### src/rtl/shift_sequencer.sv
// Multicycle shifter (SLL/SRL/SRA/ROTL): iterates a shift-by-2 stage, with a
// final shift-by-1 for odd amounts, under a three-process IDLE/SHIFT/DONE FSM.
module shift_sequencer #(
  parameter int WIDTH   = 32,
  parameter int SHAMT_W = 5
) (
  input  logic               clk,
  input  logic               rst,
  input  logic               start,
  input  logic [1:0]         op,
  input  logic [WIDTH-1:0]   in_data,
  input  logic [SHAMT_W-1:0] shamt,
  output logic               busy,
  output logic               done,
  output logic [WIDTH-1:0]   out_data
);

  typedef enum logic [1:0] {S_IDLE, S_SHIFT, S_DONE} state_t;

  localparam logic [1:0] OP_SLL = 2'b00;
  localparam logic [1:0] OP_SRL = 2'b01;
  localparam logic [1:0] OP_SRA = 2'b10;

  state_t             state_q, state_d;
  logic [WIDTH-1:0]   acc_q, acc_d;
  logic [SHAMT_W-1:0] cnt_q, cnt_d;
  logic [1:0]         op_q, op_d;
  logic [WIDTH-1:0]   step1, step2;
  logic               use2;

  // Both step widths are built every cycle; cnt picks which one is committed.
  always_comb begin
    unique case (op_q)
      OP_SLL: begin
        step1 = {acc_q[WIDTH-2:0], 1'b0};
        step2 = {acc_q[WIDTH-3:0], 2'b00};
      end
      OP_SRL: begin
        step1 = {1'b0,  acc_q[WIDTH-1:1]};
        step2 = {2'b00, acc_q[WIDTH-1:2]};
      end
      OP_SRA: begin
        step1 = {acc_q[WIDTH-1],      acc_q[WIDTH-1:1]};
        step2 = {{2{acc_q[WIDTH-1]}}, acc_q[WIDTH-1:2]};
      end
      default: begin
        step1 = {acc_q[WIDTH-2:0], acc_q[WIDTH-1]};
        step2 = {acc_q[WIDTH-3:0], acc_q[WIDTH-1:WIDTH-2]};
      end
    endcase
  end

  assign use2 = (cnt_q >= SHAMT_W'(2));

  always_ff @(posedge clk) begin
    if (rst) begin
      state_q <= S_IDLE;
      acc_q   <= '0;
      cnt_q   <= '0;
      op_q    <= '0;
    end else begin
      state_q <= state_d;
      acc_q   <= acc_d;
      cnt_q   <= cnt_d;
      op_q    <= op_d;
    end
  end

  always_comb begin
    state_d = state_q;
    acc_d   = acc_q;
    cnt_d   = cnt_q;
    op_d    = op_q;
    unique case (state_q)
      S_IDLE: begin
        if (start) begin
          acc_d   = in_data;
          cnt_d   = shamt;
          op_d    = op;
          state_d = (shamt != '0) ? S_SHIFT : S_DONE;
        end
      end
      S_SHIFT: begin
        acc_d   = use2 ? step2 : step1;
        cnt_d   = use2 ? (cnt_q - SHAMT_W'(2)) : (cnt_q - SHAMT_W'(1));
        state_d = (cnt_d == '0) ? S_DONE : S_SHIFT;
      end
      S_DONE:  state_d = S_IDLE;
      default: state_d = S_IDLE;
    endcase
  end

  always_comb begin
    busy     = (state_q != S_IDLE);
    done     = (state_q == S_DONE);
    out_data = acc_q;
  end

endmodule

### config.mk
export PLATFORM = sky130hd
export DESIGN_NAME = shift_sequencer
export DESIGN_NICKNAME = d
export VERILOG_FILES = /design/src/rtl/shift_sequencer.sv
export SDC_FILE = /design/constraint.sdc
export NUM_CORES = 1
export LEC_CHECK = 0
export CAP_MARGIN = 15
export CORE_MARGIN = 10
export CORE_UTILIZATION = 54
export CTS_BUF_LIST = sky130_fd_sc_hd__clkbuf_4
export CTS_CLUSTER_SIZE = 24
export DETAILED_ROUTE_END_ITERATION = 12
export PLACE_DENSITY = 0.91
export SYNTH_ARGS = -nofsm -noshare
export SYNTH_HDL_FRONTEND = slang
export SYNTH_SLANG_ARGS = --single-unit
### constraint.sdc
create_clock -name clk -period 3.1 [get_ports clk]
set_input_delay 0.31 -clock clk [delete_from_list [all_inputs] [get_ports clk]]
set_output_delay 0.31 -clock clk [all_outputs]
set_load 0.02 [all_outputs]
==> results.json <==
{
  "r2r.worst_path.cells": 8,
  "worst_hold_path_type": "primary input to register",
  "cts_hold_repair.buffers": 0,
  "critical_path.reg2reg.endpoint": "out_data[31]",
  "cp_max_fo": 38,
  "synth_nets": 416,
  "async_flop_share": 0,
  "crit_chain": "inv_1, ha_1, nor3b_4, and2_1, buf_4, nand2_1, a211o_1, a311oi_1",
  "data_arrival_time_at_the_worst_slack_endpoint_ns": 2.66,
  "mapped_area_um2": 2750,
  "core-area_um2": 4820,
  "num_rows": 25,
  "num_antenna_cells": 0,
  "clock_buffer_count_from_cts": 5,
  "holdPathStages": 3,
  "combinationalPowerShare": 0.434,
  "sequentialPowerShare": 0.401,
  "clkPwrFrac": 0.166,
  "p_per_area_nw_per_um2": 481,
  "place.port_buffers": 75,
  "cap_violations": 0,
  "hold_viol_final": 0,
  "detailedRoute.firstPassIterationCount": 6,
  "synth_largest_type_area_fraction": 0.298,
  "cell_internal_power_uw": 993,
  "synth_top_cells_by_area": "dfxtp_1 (30%), nand2_1 (9.7%), a22oi_1 (7.1%), o2bb2ai_1 (6.4%), a31oi_1 (5.0%)",
  "timing.critical_path.required_ns": 3.38,
  "report.power.total_uw": 1700,
  "rsz0062_at_grt": "false",
  "yosys_most_used_dff": "dfxtp_1",
  "setup-violations-final": 0,
  "min_from": "op[1]",
  "postCtsResizedCells": 0,
  "yosysMostFrequentCell": "nand2_1",
  "classification_of_the_worst_setup_path": "register to register",
  "placed_cells_incl_taps": 485,
  "setup_skew_after_layout_ns": 0.0221,
  "ys_types": 50,
  "clkSlewWorstSetupHoldPaths_ns": 0.13,
  "area_growth_from_synthesis_to_final_layout_pct": 28.2,
  "crit_path_max_incr_delay_ns": 0.41,
  "dr_total_vias": 3186,
  "start_util": 0.571,
  "antenna_found_initial": 0,
  "detail_route.drc_violations": 0,
  "worstReg2RegStart": "cnt_q[1]",
  "first_global_vias": 2990,
  "first_pass_grt_wire_length_um": 14800,
  "finalSetupTns_ns": 0,
  "fill_cells": 402,
  "cts-root-buf": "clkbuf_4",
  "power_switching_share": 0.415,
  "leakagePower_uw": 0.00125,
  "yosys_warnings": 0,
  "switching_power_uw": 705,
  "power.ir.vdd_worst_uv": 307,
  "number_of_enable_flip_flop_cells_after_synthesis": 0,
  "setup.worst_path.end_class": "register",
  "ys_seq_area_frac": 0.298,
  "final_max_slew_viol_count": 0,
  "via_density": 6.46,
  "num-nets-final": 471,
  "status": "finished clean",
  "grt_start_max_net_pins": 44,
  "timing.final.crit_period_ns": 2.38,
  "synth_area_per_cell_um2": 7.44,
  "gr-total-overflow": 0,
  "reg2reg_slack_ns": 0.72,
  "track_usage": 0.205,
  "post_layout_nonfiller_instances": 493,
  "max_freq_ghz": 0.420,
  "cts_max_path_buffers": 2,
  "final_layout_size_suffix_gt1_frac": 0.0540,
  "dieHeight_um": 91.4,
  "initialDrtViolationCount": 397,
  "tritoncts": "yes",
  "largest_area_contributor_in_the_netlist": "dfxtp_1",
  "startpoint": "cnt_q[1]",
  "layout_worst_path_cycle_share": 0.769,
  "dieArea_um2": 8350,
  "yosys_register_bits": 41,
  "die_width_um": 91.4,
  "tritoncts_num_sinks": 41,
  "post_syn_instances": 370,
  "timing.critical_path.from_type": "register",
  "finalWirelength_um": 8910,
  "clk-insertion-delay-late_ns": 0.37,
  "postCtsSetupRepairBufs": 0,
  "place_hpwl_um": 6500,
  "ys_top_cells_by_count": "nand2_1 (71), dfxtp_1 (41), a22oi_1 (26)",
  "globalplace.congestion": 0.892,
  "hold_end": "op_q[1]",
  "cpMaxStageDelayCell": "dfxtp_1",
  "postRouteAntennaNets": 0,
  "wire_length_per_cell_after_detailed_routing_um": 18.1,
  "clock_tree.htree_level_count": 2,
  "timing.slew.headroom": 0.385,
  "worst_pin_slew_ns": 0.920,
  "io_pins": 76
}
## cells in the final DEF, fill, tap and decap left out, types with 5 or more instances in the layout
cell             Yosys  routed
o22ai_1              6       6
a221oi_1             5       5
o2bb2ai_1           20      20
a22oi_1             26      26
clkdlybuf4s50_1      0      75
a31oi_1             22      22
a21oi_1             22      22
clkbuf_4             0       5
o21ai_0             10      10
nor2_1              18      18
inv_1                6       6
dfxtp_1             41      41
nor3_1               8       8
nand3_1             25      25
buf_4                1       8
nand2_1             71      71
## worst max path at each step
stage          slack (ns)  cells after the start            to
2_1_floorplan        1.23                     10  out_data[10]
3_3_place_gp         0.92                      8   out_data[0]
3_5_place_dp         0.77                      8  out_data[31]
4_1_cts              0.74                      8  out_data[31]
5_1_grt              0.53                      8  out_data[31]
6_report             0.72                      8  out_data[31]
## stage by stage
stage | utilization | setup WS (ns) | hold slack [ns] | area [um2]
CTS | 0.732 | 0.740 | 0.491 | 3530
floorplan | - | 1.23 | 0.446 | 2750
global placement | 0.721 | 0.918 | 0.524 | 3470
global route | 0.732 | 0.526 | 0.496 | 3530
detailed placement | 0.721 | 0.768 | 0.532 | 3470
finish | 0.732 | 0.718 | 0.495 | 3530
## routing by layer
metal	GRT usage	share of wire	vias up
met5	0	0	-
met4	0.0483	0.012	0
met3	0.0510	0.11	12
met2	0.312	0.44	242
met1	0.280	0.43	1439
li1	-	-	1493
## sequential cells by signal, summed over array words and instances (netlist names)
| register | cells |
|---|---|
| op_q | 2 |
| out_data | 32 |
| state_q | 2 |
| cnt_q | 5 |
## power groups by stage
stage / clock, uW / sequential [uW] / combinational, uW
floorplan: 0 / 722 / 439
global placement: 0 / 685 / 708
detailed placement: 0 / 689 / 725
CTS: 280 / 677 / 730
global route: 298 / 691 / 804
finish: 281 / 681 / 736
## kinds of logic (layout without fill, tap and decap cells)
group | count (synthesis) | count (layout) | share of synthesized area
and+or+nand+nor | 147 | 147 | 0.250
DFF | 41 | 41 | 0.298
xor gates and xnor gates | 3 | 3 | 0.00955
adders and majority gates | 4 | 4 | 0.0182
buffers and inverters | 41 | 97 | 0.0768
muxes | 2 | 2 | 0.00773
AOI/OAI and AO/OA | 132 | 132 | 0.340
## area by class of cell
class / instances / area, um2 / area share
timing repair buffer: 83 / 811 / 0.230
tap: 67 / 83.8 / 0.0238
sequential: 41 / 821 / 0.233
clock inverter: 3 / 17.5 / 0.00496
inverter: 6 / 22.5 / 0.00638
multi-input combinational: 288 / 1740 / 0.492
clock buffer: 5 / 37.5 / 0.0106
## critical path: cells and delay by family, from the launching register on
kind	cells	cell delay [ns]
buffers and inverters	2	0.52
AND/OR/NAND/NOR	3	0.61
adder cells (fa/ha/maj)	1	0.25
AO/OA/AOI/OAI	2	0.50
flip-flops	1	0.41
(Power assumes the default switching activity.)
